File: src/rtl/ultrasonic_ranger.sv
// HC-SR04 style ranger: periodic trigger, echo width timing, BCD centimetre result.
// Optional DIST_HOLD_LAST_EN keeps the previous distance on timeout/overlength.
module ultrasonic_ranger #(
    parameter int CLK_FREQ_HZ  = 100000000,
    parameter int TRIG_US      = 10,
    parameter int ECHO_WAIT_US = 25000,
    parameter int ECHO_MAX_US  = 23200,
    parameter int CYCLE_US     = 60000,
    parameter int US_PER_CM    = 58
) (
    input  logic        clk_in,
    input  logic        rst,
    input  logic        enable,
    input  logic        echo_in,
    output logic        trig_out,
    output logic [31:0] data_out,
    output logic        data_valid,
    output logic        out_of_range
);

    localparam logic [31:0] TICK_LAST  = 32'(CLK_FREQ_HZ / 1000000 - 1);
    localparam logic [31:0] TRIG_LAST  = 32'(TRIG_US - 1);
    localparam logic [31:0] WAIT_LAST  = 32'(ECHO_WAIT_US - 1);
    localparam logic [31:0] ECHO_MAX   = 32'(ECHO_MAX_US);
    localparam logic [31:0] CYCLE_LAST = 32'(CYCLE_US - 1);
    localparam logic [31:0] SUB_LAST   = 32'(US_PER_CM - 1);

    localparam logic [2:0] S_IDLE = 3'd0;
    localparam logic [2:0] S_TRIG = 3'd1;
    localparam logic [2:0] S_WAIT = 3'd2;
    localparam logic [2:0] S_MEAS = 3'd3;
    localparam logic [2:0] S_HOLD = 3'd4;

    logic [2:0]  state;
    logic [31:0] tick_cnt;
    logic        tick;
    logic        echo_meta_p0, echo_s_p1, echo_s_d_p2;
    logic        rise, fall;
    logic [31:0] us_cnt, cycle_cnt, sub_cnt;
    logic [15:0] bcd;
    logic [31:0] us_nxt, sub_nxt;
    logic [15:0] bcd_nxt;
    logic        meas_start, count_en, over_len, res_ok, res_bad;

    function automatic logic [15:0] bcd_inc_sat(input logic [15:0] v);
        logic [15:0] r;
        logic        carry;
        r     = v;
        carry = 1'b1;
        if (v == 16'h9999) return v;
        for (int i = 0; i < 4; i++) begin
            if (carry) begin
                if (r[i*4 +: 4] == 4'd9) begin
                    r[i*4 +: 4] = 4'd0;
                end else begin
                    r[i*4 +: 4] = r[i*4 +: 4] + 4'd1;
                    carry       = 1'b0;
                end
            end
        end
        return r;
    endfunction

    assign tick = (tick_cnt == TICK_LAST);

    always_ff @(posedge clk_in) begin
        if (rst || tick) tick_cnt <= '0;
        else             tick_cnt <= tick_cnt + 32'd1;
    end

    // p0..p2: echo synchronizer and edge-detect delay
    always_ff @(posedge clk_in) begin
        if (rst) begin
            echo_meta_p0 <= 1'b0;
            echo_s_p1    <= 1'b0;
            echo_s_d_p2  <= 1'b0;
        end else begin
            echo_meta_p0 <= echo_in;
            echo_s_p1    <= echo_meta_p0;
            echo_s_d_p2  <= echo_s_p1;
        end
    end

    assign rise = echo_s_p1 & ~echo_s_d_p2;
    assign fall = ~echo_s_p1 & echo_s_d_p2;

    // The rise cycle itself is counted so an N us echo always yields exactly N ticks.
    assign meas_start = (state == S_WAIT) && rise;
    assign count_en   = tick && echo_s_p1 && ((state == S_MEAS) || meas_start);

    always_comb begin
        sub_nxt = meas_start ? '0 : sub_cnt;
        bcd_nxt = meas_start ? '0 : bcd;
        us_nxt  = meas_start ? '0 : us_cnt;
        if (count_en) begin
            us_nxt = us_nxt + 32'd1;
            if (sub_nxt == SUB_LAST) begin
                sub_nxt = '0;
                bcd_nxt = bcd_inc_sat(bcd_nxt);
            end else begin
                sub_nxt = sub_nxt + 32'd1;
            end
        end
    end

    assign over_len = count_en && (us_nxt == ECHO_MAX);
    assign res_ok   = (state == S_MEAS) && fall;
    assign res_bad  = over_len ||
                      ((state == S_WAIT) && !rise && tick && (us_cnt == WAIT_LAST));

    always_ff @(posedge clk_in) begin
        if (rst) begin
            state     <= S_IDLE;
            trig_out  <= 1'b0;
            us_cnt    <= '0;
            cycle_cnt <= '0;
            sub_cnt   <= '0;
            bcd       <= '0;
        end else begin
            if (tick) cycle_cnt <= cycle_cnt + 32'd1;
            case (state)
                S_IDLE: begin
                    if (enable) begin
                        state     <= S_TRIG;
                        trig_out  <= 1'b1;
                        us_cnt    <= '0;
                        cycle_cnt <= '0;
                    end
                end
                S_TRIG: begin
                    if (tick) begin
                        if (us_cnt == TRIG_LAST) begin
                            state    <= S_WAIT;
                            trig_out <= 1'b0;
                            us_cnt   <= '0;
                        end else begin
                            us_cnt <= us_cnt + 32'd1;
                        end
                    end
                end
                S_WAIT: begin
                    if (meas_start) begin
                        state   <= over_len ? S_HOLD : S_MEAS;
                        sub_cnt <= sub_nxt;
                        bcd     <= bcd_nxt;
                        us_cnt  <= us_nxt;
                    end else if (res_bad) begin
                        state <= S_HOLD;
                    end else if (tick) begin
                        us_cnt <= us_cnt + 32'd1;
                    end
                end
                S_MEAS: begin
                    if (res_ok || res_bad) begin
                        state <= S_HOLD;
                    end else begin
                        sub_cnt <= sub_nxt;
                        bcd     <= bcd_nxt;
                        us_cnt  <= us_nxt;
                    end
                end
                S_HOLD: begin
                    // Leaving on a tick keeps successive trigger rises exactly CYCLE_US apart.
                    if (tick && (cycle_cnt >= CYCLE_LAST) && !echo_s_p1) begin
                        if (enable) begin
                            state     <= S_TRIG;
                            trig_out  <= 1'b1;
                            us_cnt    <= '0;
                            cycle_cnt <= '0;
                        end else begin
                            state <= S_IDLE;
                        end
                    end
                end
                default: state <= S_IDLE;
            endcase
        end
    end

    always_ff @(posedge clk_in) begin
        if (rst) begin
            data_out     <= '0;
            data_valid   <= 1'b0;
            out_of_range <= 1'b0;
        end else begin
            data_valid <= res_ok || res_bad;
            if (res_ok) begin
                data_out     <= {16'h0000, bcd};
                out_of_range <= 1'b0;
            end else if (res_bad) begin
`ifdef DIST_HOLD_LAST_EN
                out_of_range <= 1'b1;
`else
                data_out     <= 32'h0000_9999;
                out_of_range <= 1'b1;
`endif
            end
        end
    end

endmodule

File: config.mk
export PLATFORM = sky130hd
export DESIGN_NAME = ultrasonic_ranger
export DESIGN_NICKNAME = d
export VERILOG_FILES = /design/src/rtl/ultrasonic_ranger.sv
export SDC_FILE = /design/constraint.sdc
export NUM_CORES = 1
export LEC_CHECK = 0
export BUFFER_PORTS_ARGS = -buffer_cell sky130_fd_sc_hd__buf_2
export CAP_MARGIN = 25
export CORE_UTILIZATION = 58
export DETAILED_ROUTE_END_ITERATION = 10
export PLACE_DENSITY_LB_ADDON = 0.3
export SKIP_LAST_GASP = 1
export SLEW_MARGIN = 20
export SYNTH_ARGS = -nofsm -noshare
export SYNTH_HDL_FRONTEND = slang
export SYNTH_SLANG_ARGS = --single-unit
File: constraint.sdc
create_clock -name clk_in -period 5 [get_ports clk_in]
set_clock_uncertainty 0.1 [all_clocks]
set_input_delay 1 -clock clk_in [delete_from_list [all_inputs] [get_ports clk_in]]
set_output_delay 1 -clock clk_in [all_outputs]
set_load 0.01 [all_outputs]
==> flow_summary.ini, run 1 <==
[yosys]
yosysTopAreaCellShare_pct = 33.9
synthTopCellsByCount = dfxtp_1 (169), nor2_1 (147), nand2_1 (138), a21oi_1 (83), nor3_1 (74)
synth_edf_count = 0
synth_compound_area_share_pct = 15.6
ys_top_cells_by_area = dfxtp_1 (34%), nor2_1 (5.5%), nand2_1 (5.2%), a21oi_1 (4.2%), xor2_1 (4.0%)
muxShareOfSynthArea_pct = 0.703
synthArstFlopShare_pct = 0
syn_inst = 1317
post-synth-top-count-cell = dfxtp_1
synthAdderAreaFrac_pct = 0.753
synth_flop_cell = dfxtp_1
synth_simple_gate_area_share_pct = 35.6
synth_warnings = 0
ys_ff_latch = 169
netlist_area_um2 = 9970
synth_cell_type_count = 73
synth_area_leader_cell = dfxtp_1
seq_area_frac_synth_pct = 33.9
synth_top_family_by_area = simple AND/OR/NAND/NOR gates
synth_xor_area_share_pct = 6.85
avgSynthCellArea_um2 = 7.57

[critical_path]
critical_path_buf_inv_count = 1
cp_top_family = simple AND/OR/NAND/NOR gates
startpoint_type = register
worstReg2RegEnd = sub_cnt[23]
crit_chain = ha_1, nor4bb_1, nand4_1, or4_1, or3_1, nand4_1, nor4_2, o2111ai_2, nand2_2, buf_12, or4_1, a21oi_1
arrival_ns = 4.91
critPathMaxStageDelay_ns = 0.79
regToRegStartpoint = tick_cnt[0]
required_ns = 5.25
crit_slowest_cell = or4_1
crit_start = tick_cnt[0]
worstSetupEndpointType = register
regToRegSetupSlack_ns = 0.34
ff2ff_path_depth = 12
worstSetupPathType = reg -> reg
critPathMaxFanout = 68

[routing]
drcViolationCount = 0
ant_nets = 0
via_per_inst = 6.58
drtIter0Drc = 1156
first_pass_iters = 8
wire_per_inst_um = 18.2
num_vias = 10044
postRouteWirelength_mm = 27.8

[min_path]
hold_start = tick_cnt[0]
hold_end = tick_cnt[0]
hold_depth = 1
hold_path.class = reg -> reg

[clock_network]
clkTransAtPathRegs_ns = 0.07
worstSkewPairLatency_ns = 0.44
cts_buffers = 17
clockRootBuffer = clkbuf_16
cts_tree = yes
hold_buffers = 0
clock_sinks = 169
max-clock-path-buffers = 2
htree_levels = 4

[sta]
relSlewSlack_pct = 34.2
post-route-min-period_ns = 4.66
final_max_slew_viol_count = 0
fmax_mhz = 214
holdWs_ns = 0.362
finalWorstSetupSlack_ns = 0.337
setup_violations = 0
finalSetupTns_ns = 0
hold_viol_final = 0
rsz0062_at_grt = false
worst_pin_slew_ns = 0.977
finalCritPeriodShare_pct = 93.3

[place]
dp_slack_ns = 0.307
postPlaceCellArea_um2 = 10100
numPortBuffers = 22
dp_cells = 1493
place_congestion = 0.983
dp_hpwl_mm = 18.4

[cells_and_area]
syn_to_final_growth_pct = 7.68
fin_util_pct = 64.3
stdcell_area_um2 = 10700
stdcell_count = 1526
drive_gt1_share_pct = 9.04
fin_nets = 1303
diodes = 0

[power]
leakage_nw = 3.53
power_density_nw_per_um2 = 308
finalPower_mw = 3.31
max-vdd-ir-drop_mv = 0.384

[die]
die_area_um2 = 17700
pin_count = 39
initial_core_util_pct = 59.7
die_w_um = 133
row_count = 47
core-area_um2 = 16700
die_h_um = 133

[global_route]
grt_max_degree = 73
track_usage_pct = 31.5
antenna_found_initial = 0
gr-total-overflow = 0
grt_pass1_wl_mm = 45.2
grt_pass1_vias = 9047

[outcome]
outcome = finished clean

[run]
drv_cap = 0
[how the worst max path moves through the flow]
stage / end / cells after the start
final: sub_cnt[23] / 12
after global routing: sub_cnt[10] / 11
after CTS: us_cnt[22] / 11
after detailed placement: data_out[2] / 11
after global placement: data_out[13] / 11
after floorplan: bcd[10] / 17
[metal layers]
| metal | global-route usage, % | wire length, um |
|---|---|---|
| met1 | 41.9 | 12000 |
| met2 | 48.5 | 12300 |
| met3 | 7.20 | 2600 |
| met4 | 14.2 | 932 |
| met5 | 0 | 0 |
[area by class of cell]
| type | instances | area [um2] |
|---|---|---|
| clock buffer | 17 | 425 |
| clock inverter | 15 | 194 |
| fill | 1495 | 5970 |
| inverter | 22 | 82.6 |
| multi-input combinational | 1031 | 6020 |
| sequential | 169 | 3380 |
| tap | 220 | 275 |
| timing repair buffer | 52 | 355 |
[power breakdown]
group	internal (mW)	total [mW]	switching [mW]
sequential	1.36	1.40	0.0394
combinational	0.140	0.509	0.369
clock	0.729	1.40	0.667
total	2.23	3.31	1.08
[cell usage in the layout, fill, tap and decap left out, types with 24 or more instances in the layout]
cell type,count
nor4_1,54
xnor2_1,32
nor2_1,147
nand3_1,65
nand2_1,137
or3_1,24
nor3_1,72
or4_1,24
buf_4,28
and3_1,26
nand4_1,40
xor2_1,46
a21oi_1,83
o21ai_0,45
dfxtp_1,169
[sequential cells by signal (all words and copies together), names as in the netlist]
register / count
data_valid: 1
state: 3
sub_cnt: 32
data_out: 16
trig_out: 1
tick_cnt: 32
us_cnt: 32
echo_s_d_p2: 1
out_of_range: 1
bcd: 16
echo_s_p1: 1
cycle_cnt: 32
echo_meta_p0: 1
[worst register-to-register path, delay by kind of cell, from the launching register on]
family | cells | cell delay (ns)
simple gates | 8 | 2.98
compound gates | 2 | 0.65
flops | 1 | 0.37
fa+ha+maj | 1 | 0.25
buf+inv | 1 | 0.22
[timing repair]
action,4_1_cts,5_1_grt
gates resized for setup,0,2
setup endpoints to repair,0,13
setup buffers,0,0
[cells by family (layout without fill, tap and decap cells)]
family,Yosys count,in the layout
adder cells (fa/ha/maj),6,6
XOR/XNOR,78,78
AND/OR/NAND/NOR,681,681
AO/OA/AOI/OAI,243,243
multiplexers,7,7
buffers and inverters,132,106
other,1,16
flip-flops,169,169
Power figures use the tool's default switching activity.
==> inputs of run 2 (changes only) <==
--- a/config.mk
+++ b/config.mk
@@ -9,7 +9,7 @@
 export CAP_MARGIN = 25
 export CORE_UTILIZATION = 58
 export DETAILED_ROUTE_END_ITERATION = 10
-export PLACE_DENSITY_LB_ADDON = 0.3
+export PLACE_DENSITY_LB_ADDON = 0.1
 export SKIP_LAST_GASP = 1
 export SLEW_MARGIN = 20
 export SYNTH_ARGS = -nofsm -noshare
==> run 2 against run 1 <==
- register-to-register slack improved by 0.03 ns
- core utilization rose by 0.40 points
- clock-buffer cell count grew 2
- sequential power about the same
- critical endpoint is now us_cnt[5]
- highest routed layer unchanged
==> flow_summary.ini, run 2 (synthesis results as in run 1) <==
[outcome]
outcome = finished clean

[clock_network]
worstSkewPairLatency_ns = 0.44
clock_sinks = 169
cts_tree = yes
hold_buffers = 0
max-clock-path-buffers = 2
clkTransAtPathRegs_ns = 0.07
cts.repair.resized = 0
cts_setup_buffers = 0
clockRootBuffer = clkbuf_16
htree_levels = 4
cts_buffers = 17

[routing]
postRouteWirelength_mm = 27.9
drcViolationCount = 0
wire_per_inst_um = 18.1
drtIter0Drc = 1047
num_vias = 9952
ant_nets = 0
via_per_inst = 6.47
first_pass_iters = 5

[run]
drv_cap = 0

[critical_path]
worstSetupEndpointType = register
regToRegSetupSlack_ns = 0.36
arrival_ns = 4.85
worstSetupPathType = reg -> reg
worstReg2RegEnd = us_cnt[5]
critPathMaxFanout = 20
regToRegStartpoint = us_cnt[14]
required_ns = 5.21
startpoint_type = register
crit_start = us_cnt[14]
ff2ff_path_depth = 10

[place]
dp_hpwl_mm = 19.1
place_congestion = 1.00
postPlaceCellArea_um2 = 10200
dp_slack_ns = 0.455
numPortBuffers = 22

[min_path]
hold_path.class = reg -> reg
hold_end = tick_cnt[0]
hold_depth = 1
hold_start = tick_cnt[0]

[sta]
setup_violations = 0
holdWs_ns = 0.359
rsz0062_at_grt = false
relSlewSlack_pct = 37.8
fmax_mhz = 216
post-route-min-period_ns = 4.64
hold_viol_final = 0
worst_pin_slew_ns = 0.924
finalWorstSetupSlack_ns = 0.362
finalSetupTns_ns = 0
finalCritPeriodShare_pct = 92.8
final_max_slew_viol_count = 0

[power]
p_int_mw = 2.28
max-vdd-ir-drop_mv = 0.309
leakage_nw = 3.57
power_density_nw_per_um2 = 305
swShare_pct = 30.8
clkPwrFrac_pct = 41.6
power_frac_comb_pct = 15.8
seqPwrFrac_pct = 42.6
finalPower_mw = 3.29
switching_power_mw = 1.02

[cells_and_area]
diodes = 0
mostFrequentLayoutCells = dfxtp_1 (169), nor2_1 (147), nand2_1 (138)
seq_area_um2 = 3380
final_common_cell = dfxtp_1
stdcell_area_um2 = 10800
nFillCells = 1469
drive_gt1_share_pct = 9.64
fin_nets = 1314
syn_to_final_growth_pct = 8.36
multi_input_area_um2 = 6020

[die]
core-area_um2 = 16700
die_w_um = 133
die_h_um = 133
row_count = 47
die_area_um2 = 17700
pin_count = 39
initial_core_util_pct = 59.7

[global_route]
gr-total-overflow = 0
grt_pass1_vias = 8804
antenna_found_initial = 0
grt_max_degree = 44
grt_pass1_wl_mm = 45.5
track_usage_pct = 31.9
[run 2: per-stage QoR]
| stage | util (%) | cells |
|---|---|---|
| floorplan | - | 1332 |
| global placement | 61.0 | 1504 |
| detailed placement | 61.0 | 1504 |
| CTS | 64.6 | 1536 |
| global route | 64.7 | 1537 |
| finish | 64.7 | 1537 |
[run 2: layer usage]
metal | vias up | wire length [um] | GRT usage, %
li1 | 4772 | - | -
met1 | 4620 | 12500 | 44.7
met2 | 491 | 12100 | 47.7
met3 | 69 | 2460 | 6.51
met4 | 0 | 754 | 12.5
met5 | - | 0 | 0
[run 2: area by class of cell]
cell class | count | share of cell area, %
tap | 220 | 2.55
clock buffer | 19 | 4.10
multi-input combinational | 1031 | 55.7
clock inverter | 13 | 1.47
timing repair buffer | 63 | 4.06
inverter | 22 | 0.765
sequential | 169 | 31.3
[run 2: power groups by stage]
stage	Combinational (mW)	Sequential (mW)	Clock (mW)
3_5_place_dp	0.498	1.43	0
3_3_place_gp	0.497	1.43	0
6_report	0.519	1.40	1.37
5_1_grt	0.560	1.41	1.44
2_1_floorplan	0.383	1.41	0
4_1_cts	0.499	1.40	1.39
[run 2: worst max-delay path: stages (launching register included)]
cell       delay, ns
dfxtp_1         0.55
nand4_2         0.20
or4_1           0.58
or4_1           0.56
o31a_1          0.35
or4b_1          0.54
nor4_2          0.31
o2111ai_2       0.33
and3_1          0.60
a31oi_1         0.31
nor3_1          0.06
[run 2: worst max-delay path by stage]
| stage | endpoint | slack, ns | cells past startpoint |
|---|---|---|---|
| 4_1_cts | us_cnt[5] | 0.44 | 10 |
| 3_5_place_dp | us_cnt[5] | 0.45 | 10 |
| 3_3_place_gp | us_cnt[23] | 0.57 | 10 |
| 5_1_grt | us_cnt[31] | 0.13 | 10 |
| 2_1_floorplan | bcd[10] | 0.65 | 17 |
| 6_report | us_cnt[5] | 0.36 | 10 |
